<file path="src/rtl/tx_packet_framer.sv">
// tx_packet_framer
// Wraps a 16-bit valid/ready word stream into fixed-length packets
// (header, length, payload, check word) and writes them into the FT600
// TX FIFO through its tx_en/tx_data/tx_full write interface.
//
// Build option: define FRAMER_CRC16_EN to make the check word a
// CRC-16/CCITT-FALSE of the payload. Without it, the check word is the
// 16-bit modular sum of the payload words.
module tx_packet_framer #(
    parameter int unsigned PAYLOAD_LEN = 64,
    parameter logic [7:0]  SYNC        = 8'hA5
) (
    input  logic        clk,
    input  logic        rst,
    input  logic        enable,
    input  logic        src_valid,
    input  logic [15:0] src_data,
    output logic        src_ready,
    output logic        tx_en,
    output logic [15:0] tx_data,
    input  logic        tx_full,
    output logic        busy,
    output logic [15:0] pkt_count,
    output logic [7:0]  seq
);

    typedef enum logic [2:0] {
        IDLE,
        HDR,
        LEN,
        PAYLOAD,
        CSUM
    } state_t;

    localparam logic [15:0] LEN_WORD = 16'(PAYLOAD_LEN);
    localparam logic [15:0] LAST_IDX = 16'(PAYLOAD_LEN - 1);

`ifdef FRAMER_CRC16_EN
    localparam logic [15:0] CHECK_INIT = 16'hFFFF;

    // CRC-16/CCITT-FALSE step over one whole word, MSB first. Shifting the
    // 16 bits in order is the same as feeding the high byte then the low byte.
    function automatic logic [15:0] check_next(input logic [15:0] acc,
                                               input logic [15:0] word);
        logic [15:0] crc;
        crc = acc;
        for (int i = 15; i >= 0; i--) begin
            if (crc[15] ^ word[i]) begin
                crc = {crc[14:0], 1'b0} ^ 16'h1021;
            end else begin
                crc = {crc[14:0], 1'b0};
            end
        end
        return crc;
    endfunction
`else
    localparam logic [15:0] CHECK_INIT = 16'h0000;

    // Modular sum; the carry out of bit 15 is dropped.
    function automatic logic [15:0] check_next(input logic [15:0] acc,
                                               input logic [15:0] word);
        return acc + word;
    endfunction
`endif

    state_t      state;
    state_t      state_next;
    logic [15:0] checksum;
    logic [15:0] word_cnt;

    // State register.
    // NOTE: every clocked assignment uses <= so all registers sample the
    // values from before the edge, independent of statement order.
    always_ff @(posedge clk) begin
        if (rst) begin
            state <= IDLE;
        end else begin
            state <= state_next;
        end
    end

    // Per-packet bookkeeping, advanced only on an actual FIFO write.
    always_ff @(posedge clk) begin
        if (rst) begin
            seq       <= 8'd0;
            pkt_count <= 16'd0;
            checksum  <= 16'd0;
            word_cnt  <= 16'd0;
        end else if (tx_en) begin
            case (state)
                LEN: begin
                    word_cnt <= 16'd0;
                    checksum <= CHECK_INIT;
                end
                PAYLOAD: begin
                    word_cnt <= word_cnt + 16'd1;
                    checksum <= check_next(checksum, src_data);
                end
                CSUM: begin
                    seq       <= seq + 8'd1;
                    pkt_count <= pkt_count + 16'd1;
                end
                default: ;
            endcase
        end
    end

    // Next-state logic and combinational write/handshake outputs.
    // NOTE: every output gets a default before the case so no path leaves
    // one unassigned, which would otherwise infer a latch.
    always_comb begin
        state_next = state;
        tx_en      = 1'b0;
        tx_data    = 16'h0000;
        src_ready  = 1'b0;
        case (state)
            IDLE: begin
                if (enable) begin
                    state_next = HDR;
                end
            end
            HDR: begin
                tx_data = {SYNC, seq};
                tx_en   = ~tx_full;
                if (!tx_full) begin
                    state_next = LEN;
                end
            end
            LEN: begin
                tx_data = LEN_WORD;
                tx_en   = ~tx_full;
                if (!tx_full) begin
                    state_next = PAYLOAD;
                end
            end
            PAYLOAD: begin
                src_ready = ~tx_full;
                tx_en     = src_valid & ~tx_full;
                tx_data   = src_data;
                if (src_valid && !tx_full && word_cnt == LAST_IDX) begin
                    state_next = CSUM;
                end
            end
            CSUM: begin
                tx_data = checksum;
                tx_en   = ~tx_full;
                if (!tx_full) begin
                    // enable is only looked at here and in IDLE, so dropping
                    // it mid-packet never truncates a packet.
                    state_next = enable ? HDR : IDLE;
                end
            end
            default: begin
                state_next = IDLE;
            end
        endcase
    end

    assign busy = (state != IDLE);

endmodule

</file>
<file path="config.mk">
export PLATFORM = sky130hd
export DESIGN_NAME = tx_packet_framer
export DESIGN_NICKNAME = d
export VERILOG_FILES = /design/src/rtl/tx_packet_framer.sv
export SDC_FILE = /design/constraint.sdc
export NUM_CORES = 1
export LEC_CHECK = 0
export ABC_AREA = 1
export BUFFER_PORTS_ARGS = -buffer_cell sky130_fd_sc_hd__clkbuf_2
export CAP_MARGIN = 30
export CORE_ASPECT_RATIO = 0.6
export CORE_MARGIN = 8
export CORE_UTILIZATION = 45
export CTS_CLUSTER_DIAMETER = 120
export CTS_CLUSTER_SIZE = 30
export DETAILED_ROUTE_END_ITERATION = 7
export PLACE_DENSITY = 0.66
export SYNTH_ARGS = -nofsm -noshare
export SYNTH_HDL_FRONTEND = slang
export SYNTH_SLANG_ARGS = --single-unit
export TNS_END_PERCENT = 1
</file>
<file path="constraint.sdc">
create_clock -name clk -period 3.69 [get_ports clk]
set_clock_uncertainty 0.15 [all_clocks]
set_input_delay 0.369 -clock clk [delete_from_list [all_inputs] [get_ports clk]]
set_output_delay 0.369 -clock clk [all_outputs]
set_load 0.01 [all_outputs]
</file>
== Word-level counts from Yosys, hierarchy flattened ==
Cells that the tools add are included.
Word-level totals
  register bits after elaboration: 59
Cells by class
  mux-type cells: 12
  equal/unequal tests: 10
  bitwise gates (word level): 2
  reduce and logical (&&, ||, !) cells: 10
  add/sub/neg operators: 4
Operator list (number)
  $pmux W16 S2: 2
  $pmux W16 S4: 1
  $add A16 B1 Y16 const B: 2
  $add A16 B16 Y16: 1
  $eq A16 B6 Y1 const B: 1
  $mux W3: 5
  $pmux W3 S5: 1
  $ne A2 B2 Y1 const B: 5
  $add A8 B1 Y8 const B: 1
  $eq A3 B2 Y1 const B: 2
  $reduce_and A5 Y1: 1
  $reduce_and A2 Y1: 2
  $eq A3 B1 Y1 const B: 1
  $eq A3 B3 Y1 const B: 1
  $logic_not A3 Y1: 1
  $reduce_bool A3 Y1: 1
  $reduce_or A3 Y1: 1
  $logic_and A1 B1 Y1: 2
  $mux W1: 2
  $pmux W1 S2: 1
  $reduce_bool A2 Y1: 1
  $and A1 B1 Y1: 1
  $logic_not A1 Y1: 1
  $not A1 Y1: 1

== Longest topological paths before layout ==
Gate-level depths: netlist (run 1).
  depth in word-level cells: 5
  gate-level depth with buffers: 11

== Worst setup path after synthesis (run 1) ==
No wires, ideal clock.
  path type: input to register
  start: in src_data[2]
  end: reg checksum[3]
  stages on the path: 6
  setup slack: 1.874 ns
  path buffers: 0
  arrival: 1.534 ns
  setup time: 0.132 ns
  path through: ha_1 -> or2_2 -> and2_1 -> or2_2 -> nand4_1 -> a21oi_1
Between the ends
  longest elaborated chain between the ends: 2
Ends and longest elaborated chain
  from (decl): RTL line 17  | input logic [15:0] src_data,
  $add A16 B16 Y16: RTL line 62  | return acc + word;
  $pmux W16 S2: RTL line 90  | case (state)
  to (signal assigned): RTL line 97  | checksum <= check_next(checksum, src_data);
  to (decl): RTL line 68  | logic [15:0] checksum;
Every way passes these cells.
A chain may end at the register's enable or synchronous reset.

== Worst setup path after layout (run 1) ==
  start: reg state[2]
  end: out tx_data[0]
Between the ends
  longest elaborated chain between the ends: 2
  elaborated cells between the ends (all ways): 5
  classes of those cells: eq/ne (4); mux (1)
Ends and longest elaborated chain
  from (decl): RTL line 66  | state_t state;
  from (signal assigned): RTL line 78  | state <= state_next;
  $eq A3 B3 Y1, or another cell as far along: RTL line 116  | case (state)
  $pmux W16 S4 *: RTL line 116
  to (decl): RTL line 20  | output logic [15:0] tx_data,
Every way passes the cells marked *; elsewhere a longest branch is shown, timed or not.

==> impl_table.tex, run 1 <==
\begin{tabular}{lr}
\hline
Metric & Value \\
\hline
\multicolumn{2}{l}{\textbf{Synthesis}} \\
\quad YS warnings & 0 \\
\quad Post-synthesis instance area & 3870 um\^{}2 \\
\quad Register area share after synthesis & 30.5\% \\
\quad Async set or reset register ratio after synthesis & 0\% \\
\quad Syn\_nets & 638 \\
\quad Number of synthesized flops with an enable pin & 0 \\
\quad Synthesized area per cell & 6.47 um\^{}2 \\
\quad Post-synthesis register bit count & 59 \\
\quad Distinct cell type count after synthesis & between 40 and 50 \\
\quad Top flip-flop cell by instance count after synthesis & sky130\_fd\_sc\_hd\_\_dfxtp\_1 \\
\quad Instance count of the mapped netlist & 598 \\
\multicolumn{2}{l}{\textbf{Finish}} \\
\quad Commonest non-fill, non-tap cell in the layout & sky130\_fd\_sc\_hd\_\_nand2\_1 \\
\quad Commonest non-fill, non-tap cells in the layout & sky130\_fd\_sc\_hd\_\_nand2\_1 (174), sky130\_fd\_sc\_hd\_\_inv\_1 (75), sky130\_fd\_sc\_hd\_\_clkbuf\_2 (63) \\
\quad Ratio of cells with drive above 1 in the final layout & 16.1\% \\
\quad Cell Count, Final, Fillers Out & a little under 800 \\
\quad N\_diodes & 0 \\
\quad Post-synthesis to final-layout area growth & 17.7\% \\
\quad Fin nets & 700 \\
\quad Fill cell count & 834 \\
\quad Final standard cell area without fillers & approximately 4600 um\^{}2 \\
\multicolumn{2}{l}{\textbf{GRT}} \\
\quad Number of global-route vias before repair & 3686 \\
\quad Global-route wire length before repair & 18600 um \\
\quad GR Overflow Total & 0 \\
\quad Largest net degree at the start of global routing & 35 \\
\quad Overall track demand over capacity in global routing & 19.7\% \\
\quad Antenna violations before repair & 0 \\
\multicolumn{2}{l}{\textbf{Place}} \\
\quad DPL Wire Length & slightly below 9000 um \\
\quad Number of input and output port buffers inserted & 63 \\
\quad Global placer's final weighted congestion & between 0.9 and 1 \\
\quad Area after detailed placement & 4260 um\^{}2 \\
\quad Total placed cells including tap cells & 761 \\
\multicolumn{2}{l}{\textbf{Hold path}} \\
\quad Path class of the lowest-slack min-delay path & input port to flip-flop \\
\multicolumn{2}{l}{\textbf{Pwr}} \\
\quad Leak & 2.09 nW \\
\quad PwrDens & about 450 nW/um\^{}2 \\
\quad Worst VDD drop & 0.296 mV \\
\multicolumn{2}{l}{\textbf{Critical path}} \\
\quad Arr. time, crit path & 2030 ps \\
\quad Class of the most critical setup path & flip-flop to primary output \\
\quad Worst reg2reg setup slack & 1460 ps \\
\quad CP Launch Type & flip-flop \\
\quad Type of element capturing the critical path & primary output \\
\quad Worst-path maximum fanout & 16 \\
\quad Data required time at the worst endpoint & roughly 3200 ps \\
\multicolumn{2}{l}{\textbf{Floorplanning}} \\
\quad Die area & between 10000 and 15000 um\^{}2 \\
\quad Core box area & 8430 um\^{}2 \\
\quad Die Span X & 136 um \\
\quad Site row count & 26 \\
\quad Initial Util & between 40\% and 50\% \\
\quad Ports placed on the boundary & 64 \\
\quad Height of the die & 87.8 um \\
\multicolumn{2}{l}{\textbf{Clock tree}} \\
\quad Clock transition time at the flip-flop clock pins of the worst setup and hold paths & $\sim$50 ps \\
\quad Root Driver & sky130\_fd\_sc\_hd\_\_clkbuf\_16 \\
\quad Post-cts hold buffer count & 0 \\
\quad Inserted Clock Buffers & 9 \\
\quad CTS sink cnt & between 50 and 60 \\
\quad Number of gates resized after cts & 0 \\
\quad Maximum buffer depth of the clock tree & 2 \\
\quad CTS tree & yes \\
\quad H-tree depth reported by CTS & 3 \\
\quad Post-CTS setup buffer count & 0 \\
\quad Clk Latency, worst-skew pair & 320 ps \\
\multicolumn{2}{l}{\textbf{Routing}} \\
\quad First-pass detailed-route iteration total & 6 \\
\quad Via-to-Cell Ratio & 5.29 \\
\quad DRC marker count from the first detailed-route iteration & 356 \\
\quad Avg WL per Cell & $\sim$15 um \\
\quad Number of nets with antenna violations after detailed routing & 0 \\
\quad Total vias in the final route & 4108 \\
\quad Final routed wirelength across all metal layers & 11500 um \\
\quad Number of design rule violations left after detail routing & 0 \\
\multicolumn{2}{l}{\textbf{Timing}} \\
\quad Fmax & 392 MHz \\
\quad Post-route fraction of the period consumed by the critical path & 69.2\% \\
\quad Final setup viols & 0 \\
\quad Final hold viol count & 0 \\
\quad Min Clock Period, post-route & 2550 ps \\
\quad Actual transition at the worst max-transition pin & around 820 ps \\
\quad Worst hold slack & roughly 240 ps \\
\quad Final total negative setup slack & 0 ps \\
\quad Max-slew headroom & 45.1\% \\
\quad RSZ-0062 raised after global routing & false \\
\quad Final Max Slew Viols & 0 \\
\multicolumn{2}{l}{\textbf{Outcome}} \\
\quad Run status & complete, no violations \\
\multicolumn{2}{l}{\textbf{Flow run}} \\
\quad Max-capacitance violation count & 0 \\
\hline
\end{tabular}
-- Yosys cell counts, types with 2 or more instances --
master	instances	area share, %
sky130_fd_sc_hd__nand2_1	174	17
sky130_fd_sc_hd__inv_1	75	7.3
sky130_fd_sc_hd__dfxtp_1	59	31
sky130_fd_sc_hd__a21oi_1	58	7.5
sky130_fd_sc_hd__nor2_1	48	4.7
sky130_fd_sc_hd__nand3_1	40	5.2
sky130_fd_sc_hd__nor3_1	22	2.8
sky130_fd_sc_hd__ha_1	18	5.8
sky130_fd_sc_hd__o21ai_0	15	1.9
sky130_fd_sc_hd__nand4_1	12	1.9
sky130_fd_sc_hd__inv_2	7	0.68
sky130_fd_sc_hd__o211ai_1	6	1.2
sky130_fd_sc_hd__a221o_1	4	1.0
sky130_fd_sc_hd__a22o_1	4	0.91
sky130_fd_sc_hd__buf_2	4	0.52
sky130_fd_sc_hd__clkbuf_1	4	0.39
sky130_fd_sc_hd__nor2_2	4	0.65
sky130_fd_sc_hd__nor2_4	4	1.2
sky130_fd_sc_hd__or2_2	4	0.65
sky130_fd_sc_hd__buf_4	3	0.58
sky130_fd_sc_hd__nand2_2	3	0.49
sky130_fd_sc_hd__xor2_1	3	0.68
sky130_fd_sc_hd__a211oi_1	2	0.39
sky130_fd_sc_hd__inv_4	2	0.32
sky130_fd_sc_hd__nand2_4	2	0.58
sky130_fd_sc_hd__nand3b_1	2	0.39
sky130_fd_sc_hd__o21a_1	2	0.39
sky130_fd_sc_hd__o21ai_1	2	0.26
sky130_fd_sc_hd__xnor2_1	2	0.45
-- worst max-delay path, stage by stage (launching register included) --
cell                       delay (ps)
sky130_fd_sc_hd__dfxtp_1          550
sky130_fd_sc_hd__nand2_1          180
sky130_fd_sc_hd__inv_1            510
sky130_fd_sc_hd__nand2_1          120
sky130_fd_sc_hd__o211ai_1         170
sky130_fd_sc_hd__clkbuf_2         190
-- final cells by class --
type	instances	area, um^2	share of cell area [%]
clock buffers	12	246	5.42
repair buffers	63	315	6.93
multi-input cells	443	2300	50.5
flip-flops and latches	59	1180	25.9
well taps	112	140	3.08
inverters	84	320	7.04
clock inverters	4	50.0	1.10
-- state kept, by name, indices dropped and copies added, names as in the netlist --
| signal | cells |
|---|---|
| state | 3 |
| seq | 8 |
| word_cnt | 16 |
| checksum | 16 |
| pkt_count | 16 |
-- per-layer routing --
layer	track usage, %	share of wire (%)	vias up
li1	-	-	2080
met1	29.3	52	1859
met2	25.4	37	156
met3	7.85	10	13
met4	4.11	0.92	0
met5	0	0	-
-- cells by family after synthesis --
kind of cell,count (synthesis),synth area share [%]
AO/OA/AOI/OAI,97,14.9
XOR/XNOR,5,1.13
adder cells (fa/ha/maj),19,6.34
buffers and inverters,96,10.1
flip-flops,59,30.5
AND/OR/NAND/NOR,322,37.1
-- power by group --
part	switching [mW]	leakage (nW)	internal (mW)	total, mW
Clock	0.291	0.139	0.540	0.830
Combinational	0.367	1.47	0.171	0.538
Sequential	0.0276	0.476	0.658	0.686
-- stage by stage --
| step | worst slack (ps) | total power [mW] | utilization, % |
|---|---|---|---|
| final | 1140 | 2.05 | 54.0 |
| after global routing | 983 | 2.16 | 54.0 |
| after CTS | 1140 | 2.06 | 54.0 |
| after detailed placement | 1450 | 1.23 | 50.5 |
| after global placement | 1470 | 1.23 | 50.5 |
| after floorplan | 1870 | 1.06 | - |
-- path summary, 6_finish.rpt --
path                              start  cells after the start                         end
min                             tx_full                      3       state[2]$_SDFFE_PP0P_
max reg2reg       state[0]$_SDFFE_PP0P_                      6   word_cnt[10]$_SDFFE_PP0P_
max               state[2]$_SDFFE_PP0P_                      5                  tx_data[0]
min reg2reg  pkt_count[12]$_SDFFE_PP0P_                      2  pkt_count[12]$_SDFFE_PP0P_
No activity file was read; power rests on OpenSTA's default activity.
==> run 2: changes to the inputs <==
PLACE_DENSITY = 0.69   (was 0.66)
clock period = 2.2 ns   (was 3.69 ns; I/O delays follow)
==> run 2 against run 1 <==
  * Largest power group unchanged
  * Global-route usage rose by 0.27 points
  * Power rose by 78%
  * Critical path depth rose by 3
  * Combinational power rose by 78%
  * Non-clock buffer count rose by 8
  * Die area did not move
  * Critical path type unchanged
  * Utilization rose by 1.2 points
  * Cell area rose by 2.1%
  * Hold slack got worse by 200 ps
==> impl_table.tex, run 2 (synthesis results as in run 1) <==
\begin{tabular}{lr}
\hline
Metric & Value \\
\hline
\multicolumn{2}{l}{\textbf{Critical path}} \\
\quad Worst reg2reg path startpoint & checksum[2]\$\_SDFFE\_PP0P\_ (was state[0]\$\_SDFFE\_PP0P\_) \\
\quad CP Launch Type & flip-flop (unchanged) \\
\quad Start point of the critical path & state[1]\$\_SDFFE\_PP0P\_ (was state[2]\$\_SDFFE\_PP0P\_) \\
\quad Type of element capturing the critical path & primary output (unchanged) \\
\quad Class of the most critical setup path & flip-flop to primary output (unchanged) \\
\quad Worst-path maximum fanout & 13 (was 16) \\
\quad Arr. time, crit path & 1730 ps (was 2030 ps) \\
\quad Data required time at the worst endpoint & 1830 ps (was 3170 ps) \\
\multicolumn{2}{l}{\textbf{Timing}} \\
\quad RSZ-0062 raised after global routing & false (unchanged) \\
\quad Final Max Slew Viols & 0 (unchanged) \\
\quad Min Clock Period, post-route & 2100 ps \\
\quad Actual transition at the worst max-transition pin & 534 ps (was 824 ps) \\
\quad Fmax & 476 MHz \\
\quad Final hold viol count & 0 (unchanged) \\
\quad Final total negative setup slack & 0 ps (unchanged) \\
\quad Final setup viols & 0 (unchanged) \\
\quad Max-slew headroom & 64.1\% (was 45.1\%) \\
\quad Post-route fraction of the period consumed by the critical path & between 90 and 100\% \\
\multicolumn{2}{l}{\textbf{Routing}} \\
\quad Number of design rule violations left after detail routing & 0 (unchanged) \\
\quad First-pass detailed-route iteration total & 6 (unchanged) \\
\quad Number of nets with antenna violations after detailed routing & 0 (unchanged) \\
\quad DRC marker count from the first detailed-route iteration & 400 (was 356) \\
\quad Via-to-Cell Ratio & 5.34 (was 5.29) \\
\quad Final routed wirelength across all metal layers & 11700 um (was 11500 um) \\
\quad Total vias in the final route & 4186 (was 4108) \\
\quad Avg WL per Cell & 14.9 um (was 14.8 um) \\
\multicolumn{2}{l}{\textbf{Clock tree}} \\
\quad Maximum buffer depth of the clock tree & 2 (unchanged) \\
\quad CTS tree & yes (unchanged) \\
\quad H-tree depth reported by CTS & 3 (unchanged) \\
\quad Root Driver & sky130\_fd\_sc\_hd\_\_clkbuf\_16 (unchanged) \\
\quad CTS sink cnt & 59 (unchanged) \\
\quad Post-cts hold buffer count & 0 (unchanged) \\
\quad Clock transition time at the flip-flop clock pins of the worst setup and hold paths & 50 ps (about the same) \\
\quad Clk Latency, worst-skew pair & 330 ps (was 320 ps) \\
\quad Inserted Clock Buffers & 9 (unchanged) \\
\multicolumn{2}{l}{\textbf{GRT}} \\
\quad GR Overflow Total & 0 (unchanged) \\
\quad Global-route wire length before repair & 18700 um (was 18600 um) \\
\quad Overall track demand over capacity in global routing & 20.0\% (was 19.7\%) \\
\quad Antenna violations before repair & 0 (unchanged) \\
\quad Largest net degree at the start of global routing & 34 (was 35) \\
\quad Number of global-route vias before repair & 3664 (was 3686) \\
\multicolumn{2}{l}{\textbf{Place}} \\
\quad DPL Wire Length & 9010 um (was 8930 um) \\
\quad Global placer's final weighted congestion & 0.970 (was 0.919) \\
\quad Number of input and output port buffers inserted & 63 (unchanged) \\
\quad Area after detailed placement & 4310 um\^{}2 (was 4260 um\^{}2) \\
\multicolumn{2}{l}{\textbf{Floorplanning}} \\
\quad Initial Util & 45.9\% (unchanged) \\
\quad Height of the die & 87.8 um (unchanged) \\
\quad Site row count & 26 (unchanged) \\
\quad Core box area & 8430 um\^{}2 (unchanged) \\
\quad Die area & 11900 um\^{}2 (unchanged) \\
\quad Die Span X & 136 um (unchanged) \\
\quad Ports placed on the boundary & 64 (unchanged) \\
\multicolumn{2}{l}{\textbf{Pwr}} \\
\quad Worst VDD drop & 0.438 mV (was 0.296 mV) \\
\quad Leak & 2.14 nW (was 2.09 nW) \\
\quad PwrDens & 785 nW/um\^{}2 (was 451 nW/um\^{}2) \\
\multicolumn{2}{l}{\textbf{Finish}} \\
\quad Commonest non-fill, non-tap cells in the layout & sky130\_fd\_sc\_hd\_\_nand2\_1 (174), sky130\_fd\_sc\_hd\_\_inv\_1 (74), sky130\_fd\_sc\_hd\_\_clkbuf\_2 (63) (was sky130\_fd\_sc\_hd\_\_nand2\_1 (174), sky130\_fd\_sc\_hd\_\_inv\_1 (75), sky130\_fd\_sc\_hd\_\_clkbuf\_2 (63)) \\
\quad Fill cell count & 820 (was 834) \\
\quad End-of-flow core utilization & 55.2\% (was 54.0\%) \\
\quad Final standard cell area without fillers & 4650 um\^{}2 (was 4550 um\^{}2) \\
\quad Largest registers & checksum: 16 flops, pkt\_count: 16 flops, word\_cnt: 16 flops (unchanged) \\
\quad Fin nets & 708 (was 700) \\
\quad Ratio of cells with drive above 1 in the final layout & 17.9\% (was 16.1\%) \\
\quad Commonest non-fill, non-tap cell in the layout & sky130\_fd\_sc\_hd\_\_nand2\_1 (unchanged) \\
\quad N\_diodes & 0 (unchanged) \\
\quad Post-synthesis to final-layout area growth & 20.2\% (was 17.7\%) \\
\multicolumn{2}{l}{\textbf{Outcome}} \\
\quad Run status & complete, no violations (unchanged) \\
\multicolumn{2}{l}{\textbf{Hold path}} \\
\quad Beginning of the worst hold path & tx\_full (unchanged) \\
\quad Path class of the lowest-slack min-delay path & input port to flip-flop (unchanged) \\
\multicolumn{2}{l}{\textbf{Flow run}} \\
\quad Max-capacitance violation count & 0 (unchanged) \\
\hline
\end{tabular}
-- run 2: cell types whose count changed in the layout (fill, tap and decap cells not counted) --
cell / delta
sky130_fd_sc_hd__dfxtp_1: -3
sky130_fd_sc_hd__clkbuf_8: +1
sky130_fd_sc_hd__clkinvlp_4: -1
sky130_fd_sc_hd__dfxtp_2: +3
sky130_fd_sc_hd__clkinv_4: +1
sky130_fd_sc_hd__buf_4: +8
sky130_fd_sc_hd__clkbuf_1: -2
sky130_fd_sc_hd__inv_1: -1
sky130_fd_sc_hd__bufinv_16: +1
-- run 2: critical path, stage by stage, from the launching register on --
cell and delay [ps]:
sky130_fd_sc_hd__dfxtp_2 380, sky130_fd_sc_hd__inv_2 100, sky130_fd_sc_hd__nor2_4 110, sky130_fd_sc_hd__nand2_2 80
sky130_fd_sc_hd__inv_4 150, sky130_fd_sc_hd__buf_4 200, sky130_fd_sc_hd__nand2_1 70, sky130_fd_sc_hd__o211ai_1 110
sky130_fd_sc_hd__clkbuf_2 190
-- run 2: path summary, 6_finish.rpt --
path,end,slack [ps],depth (start not counted)
setup / recovery,tx_data[7],100,8
hold / removal,state[2]$_SDFFE_PP0P_,40,3
setup reg to reg,checksum[7]$_SDFFE_PP0P_,220,7
hold reg to reg,pkt_count[15]$_SDFFE_PP0P_,320,2
-- run 2: routing by layer --
metal,global-route usage (%),vias up,share of wire (%)
li1,-,2111,-
met1,29.7,1871,50
met2,25.6,193,37
met3,8.36,11,12
met4,3.61,0,0.70
met5,0,-,0
-- run 2: area by class of cell --
class / instances / area (um^2) / area share, %
Clock inverter: 4 / 73.8 / 1.59
Multi-Input combinational cell: 443 / 2300 / 49.4
Timing Repair Buffer: 71 / 375 / 8.07
Clock buffer: 11 / 253 / 5.44
Sequential cell: 59 / 1180 / 25.5
Tap cell: 112 / 140 / 3.01
Inverter: 84 / 324 / 6.97
-- run 2: per-stage QoR --
| step | total power [mW] | cells | hold WS, ps | worst slack [ps] |
|---|---|---|---|---|
| 4_1_cts | 3.65 | 783 | 25.9 | 0.922 |
| 3_5_place_dp | 2.09 | 768 | 311 | 264 |
| 6_report | 3.65 | 784 | 42.1 | 98.0 |
| 3_3_place_gp | 2.08 | 768 | 306 | 310 |
| 5_1_grt | 3.82 | 784 | 51.0 | 11.6 |
| 2_1_floorplan | 1.78 | 598 | 217 | 462 |
-- run 2: power breakdown --
group | switching, mW | internal, mW
combinational | 0.632 | 0.324
sequential | 0.0486 | 1.11
clock | 0.492 | 1.05
-- run 2: timing repair --
item	in CTS	in global routing
buffers inserted	0	1
gates resized for setup	2	2
pin swaps	0	1
endpoints found under the hold margin	0	0
endpoints found under the setup margin	3	9
==> run 3: changes to the inputs <==
RECOVER_POWER = 50   (was not set)
==> run 3 against run 2 <==
  * Critical path depth stayed put
  * Wire length is 0.37% lower
  * Cell area is 1.3% lower
  * Clock-buffer cell count stayed put
  * Flip-flop and latch count did not move
  * Maximum frequency is 0.12% lower
  * Global-route usage unchanged
  * Critical path type unchanged
  * Highest routed layer unchanged
==> impl_table.tex, run 3 (synthesis results as in run 1) <==
\begin{tabular}{lr}
\hline
Metric & Value \\
\hline
\multicolumn{2}{l}{\textbf{Finish}} \\
\quad Commonest non-fill, non-tap cells in the layout & sky130\_fd\_sc\_hd\_\_nand2\_1 (176), sky130\_fd\_sc\_hd\_\_inv\_1 (75), sky130\_fd\_sc\_hd\_\_a21oi\_1 (58) (was sky130\_fd\_sc\_hd\_\_nand2\_1 (174), sky130\_fd\_sc\_hd\_\_inv\_1 (74), sky130\_fd\_sc\_hd\_\_clkbuf\_2 (63)) \\
\quad Largest registers & checksum: 16 flops, pkt\_count: 16 flops, word\_cnt: 16 flops (unchanged) \\
\quad Area used by sequential logic in the layout & 1180 um\^{}2 (unchanged) \\
\quad N\_diodes & 0 (unchanged) \\
\quad Area of combinational cells with multiple inputs & 2270 um\^{}2 (was 2300 um\^{}2) \\
\quad Commonest non-fill, non-tap cell in the layout & sky130\_fd\_sc\_hd\_\_nand2\_1 (unchanged) \\
\quad Post-synthesis to final-layout area growth & 18.6\% (was 20.2\%) \\
\quad Ratio of cells with drive above 1 in the final layout & 13.1\% (was 17.9\%) \\
\quad Fin nets & 708 (unchanged) \\
\quad Fill cell count & 845 (was 820) \\
\multicolumn{2}{l}{\textbf{Clock tree}} \\
\quad Post-cts hold buffer count & 0 (unchanged) \\
\quad CTS sink cnt & 59 (unchanged) \\
\quad Root Driver & sky130\_fd\_sc\_hd\_\_clkbuf\_16 (unchanged) \\
\quad Clock transition time at the flip-flop clock pins of the worst setup and hold paths & 50 ps (about the same) \\
\quad Maximum buffer depth of the clock tree & 2 (unchanged) \\
\quad H-tree depth reported by CTS & 3 (unchanged) \\
\quad Inserted Clock Buffers & 9 (unchanged) \\
\quad Clk Latency, worst-skew pair & 330 ps (about the same) \\
\quad CTS tree & yes (unchanged) \\
\multicolumn{2}{l}{\textbf{Routing}} \\
\quad Avg WL per Cell & 14.9 um (about the same) \\
\quad Total vias in the final route & 4153 (was 4186) \\
\quad DRC marker count from the first detailed-route iteration & 464 (was 400) \\
\quad First-pass detailed-route iteration total & 5 (was 6) \\
\quad Number of nets with antenna violations after detailed routing & 0 (unchanged) \\
\quad Final routed wirelength across all metal layers & 11600 um (was 11700 um) \\
\quad Number of design rule violations left after detail routing & 0 (unchanged) \\
\quad Via-to-Cell Ratio & 5.30 (was 5.34) \\
\multicolumn{2}{l}{\textbf{Floorplanning}} \\
\quad Die area & 11900 um\^{}2 (unchanged) \\
\quad Die Span X & 136 um (unchanged) \\
\quad Site row count & 26 (unchanged) \\
\quad Height of the die & 87.8 um (unchanged) \\
\quad Ports placed on the boundary & 64 (unchanged) \\
\quad Core box area & 8430 um\^{}2 (unchanged) \\
\quad Initial Util & 45.9\% (unchanged) \\
\multicolumn{2}{l}{\textbf{GRT}} \\
\quad Number of global-route vias before repair & 3664 (unchanged) \\
\quad Antenna violations before repair & 0 (unchanged) \\
\quad GR Overflow Total & 0 (unchanged) \\
\quad Largest net degree at the start of global routing & 34 (unchanged) \\
\quad Global-route wire length before repair & 18700 um (unchanged) \\
\quad Overall track demand over capacity in global routing & 20.0\% (unchanged) \\
\multicolumn{2}{l}{\textbf{Critical path}} \\
\quad Worst path bufs/invs & 4 (unchanged) \\
\quad Data required time at the worst endpoint & 1830 ps (about the same) \\
\quad Worst setup path endpoint & tx\_data[7] (unchanged) \\
\quad Cell family with most CP delay & buffers and inverters (unchanged) \\
\quad Worst reg2reg setup slack & 170 ps (was 220 ps) \\
\quad Arr. time, crit path & 1730 ps (about the same) \\
\quad Worst reg2reg path startpoint & state[0]\$\_SDFFE\_PP0P\_ (was checksum[2]\$\_SDFFE\_PP0P\_) \\
\quad List of cells traversed by the critical path & inv\_2, nor2\_4, nand2\_2, inv\_4, buf\_4, nand2\_1, o211ai\_1, clkbuf\_2 (unchanged) \\
\quad Class of the most critical setup path & flip-flop to primary output (unchanged) \\
\quad CP Launch Type & flip-flop (unchanged) \\
\quad Maximum cell stage delay along the critical path & 380 ps (about the same) \\
\quad Depth of the critical timing path with buffers and inverters included & 8 (unchanged) \\
\quad Reg-to-reg endpoint & word\_cnt[11]\$\_SDFFE\_PP0P\_ (was checksum[7]\$\_SDFFE\_PP0P\_) \\
\quad Worst-path maximum fanout & 13 (unchanged) \\
\quad Start point of the critical path & state[1]\$\_SDFFE\_PP0P\_ (unchanged) \\
\quad Type of element capturing the critical path & primary output (unchanged) \\
\quad Worst R2R Path Depth & 6 (was 7) \\
\quad Cell with the biggest individual delay on the critical path & sky130\_fd\_sc\_hd\_\_dfxtp\_2 (unchanged) \\
\multicolumn{2}{l}{\textbf{Timing}} \\
\quad Post-route fraction of the period consumed by the critical path & 95.7\% (was 95.5\%) \\
\quad Max-slew headroom & 41.5\% (was 64.1\%) \\
\quad Actual transition at the worst max-transition pin & 868 ps (was 534 ps) \\
\quad Final Max Slew Viols & 0 (unchanged) \\
\quad Final hold viol count & 0 (unchanged) \\
\quad Fmax & 475 MHz (was 476 MHz) \\
\quad RSZ-0062 raised after global routing & false (unchanged) \\
\quad Final setup viols & 0 (unchanged) \\
\quad Min Clock Period, post-route & 2100 ps (about the same) \\
\quad Smallest setup slack after layout & 95.4 ps (was 98.0 ps) \\
\quad Final total negative setup slack & 0 ps (unchanged) \\
\multicolumn{2}{l}{\textbf{Pwr}} \\
\quad Power spent charging and discharging nets & 1.17 mW (about the same) \\
\quad Reg power frac & 31.7\% (about the same) \\
\quad Share of total power in the clock network & 42.3\% (was 42.1\%) \\
\quad Internal portion of total power & 2.47 mW (was 2.48 mW) \\
\quad Share of power burned in combinational logic & 26.0\% (was 26.2\%) \\
\quad Worst VDD drop & 0.408 mV (was 0.438 mV) \\
\quad PwrDens & 794 nW/um\^{}2 (was 785 nW/um\^{}2) \\
\quad Switching portion of total power & 32.2\% (was 32.1\%) \\
\quad Leak & 2.05 nW (was 2.14 nW) \\
\multicolumn{2}{l}{\textbf{Place}} \\
\quad Number of input and output port buffers inserted & 63 (unchanged) \\
\quad DPL Wire Length & 9010 um (unchanged) \\
\quad Worst slack after detailed placement & 264 ps (unchanged) \\
\quad Global placer's final weighted congestion & 0.970 (unchanged) \\
\multicolumn{2}{l}{\textbf{Flow run}} \\
\quad Max-capacitance violation count & 0 (unchanged) \\
\multicolumn{2}{l}{\textbf{Hold path}} \\
\quad Path class of the lowest-slack min-delay path & input port to flip-flop (unchanged) \\
\multicolumn{2}{l}{\textbf{Outcome}} \\
\quad Run status & complete, no violations (unchanged) \\
\hline
\end{tabular}
-- run 3: cell count changes in the layout (fill, tap and decap cells not counted), moves of 2 or more --
cell | previous run | this run
sky130_fd_sc_hd__nand2_2 | 3 | 1
sky130_fd_sc_hd__nand2_1 | 174 | 176
sky130_fd_sc_hd__clkbuf_1 | 0 | 25
sky130_fd_sc_hd__nor2_4 | 4 | 2
sky130_fd_sc_hd__clkbuf_2 | 63 | 39
sky130_fd_sc_hd__nor2_1 | 48 | 51
-- run 3: how the worst min path moves through the flow --
stage                          startpoint                    endpoint  slack (ps)  depth (start not counted)
2_1_floorplan                     tx_full       state[2]$_SDFFE_PP0P_         220                          2
3_5_place_dp   pkt_count[15]$_SDFFE_PP0P_  pkt_count[15]$_SDFFE_PP0P_         310                          2
6_report                          tx_full       state[2]$_SDFFE_PP0P_          40                          3
3_3_place_gp   pkt_count[15]$_SDFFE_PP0P_  pkt_count[15]$_SDFFE_PP0P_         310                          2
4_1_cts                           tx_full       state[2]$_SDFFE_PP0P_          30                          3
5_1_grt                           tx_full       state[2]$_SDFFE_PP0P_          50                          3
-- run 3: what timing repair did --
| action | 4_1_cts | 5_1_grt |
|---|---|---|
| pin swaps | 0 | 1 |
| buffers inserted | 0 | 1 |
| endpoints found under the setup margin | 3 | 9 |
| endpoints found under the hold margin | 0 | 0 |
| gates resized for setup | 2 | 2 |
-- run 3: layer usage --
| metal | vias to the layer above | part of all wire (%) | GRT usage (%) |
|---|---|---|---|
| met5 | - | 0 | 0 |
| met3 | 11 | 12 | 8.36 |
| li1 | 2109 | - | - |
| met1 | 1855 | 50 | 29.7 |
| met2 | 178 | 37 | 25.6 |
| met4 | 0 | 0.90 | 3.61 |
-- run 3: through the flow --
stage	area, um^2	cells	power (mW)	utilization (%)	hold slack [ps]
2_1_floorplan	3870	598	1.78	-	217
3_3_place_gp	4310	768	2.08	51.1	306
3_5_place_dp	4310	768	2.09	51.1	311
4_1_cts	4640	783	3.65	55.1	25.9
5_1_grt	4590	784	3.81	54.5	51.0
6_report	4590	784	3.64	54.5	41.0
-- run 3: final cells by class --
cell class / count / area share, %
inverters: 84 / 7.04
repair buffers: 71 / 7.44
well taps: 112 / 3.05
clock buffers: 11 / 5.51
flip-flops and latches: 59 / 25.8
multi-input cells: 443 / 49.5
clock inverters: 4 / 1.61
-- run 3: power groups by stage --
stage / clock, mW / sequential, mW / combinational, mW
2_1_floorplan: 0 / 1.16 / 0.617
3_3_place_gp: 0 / 1.17 / 0.910
3_5_place_dp: 0 / 1.17 / 0.922
4_1_cts: 1.56 / 1.15 / 0.933
5_1_grt: 1.62 / 1.16 / 1.03
6_report: 1.54 / 1.16 / 0.945
-- run 3: worst min-delay path, stage by stage --
cell,delay [ps]
sky130_fd_sc_hd__clkbuf_2,130
sky130_fd_sc_hd__nand2_1,70
sky130_fd_sc_hd__a21oi_1,60
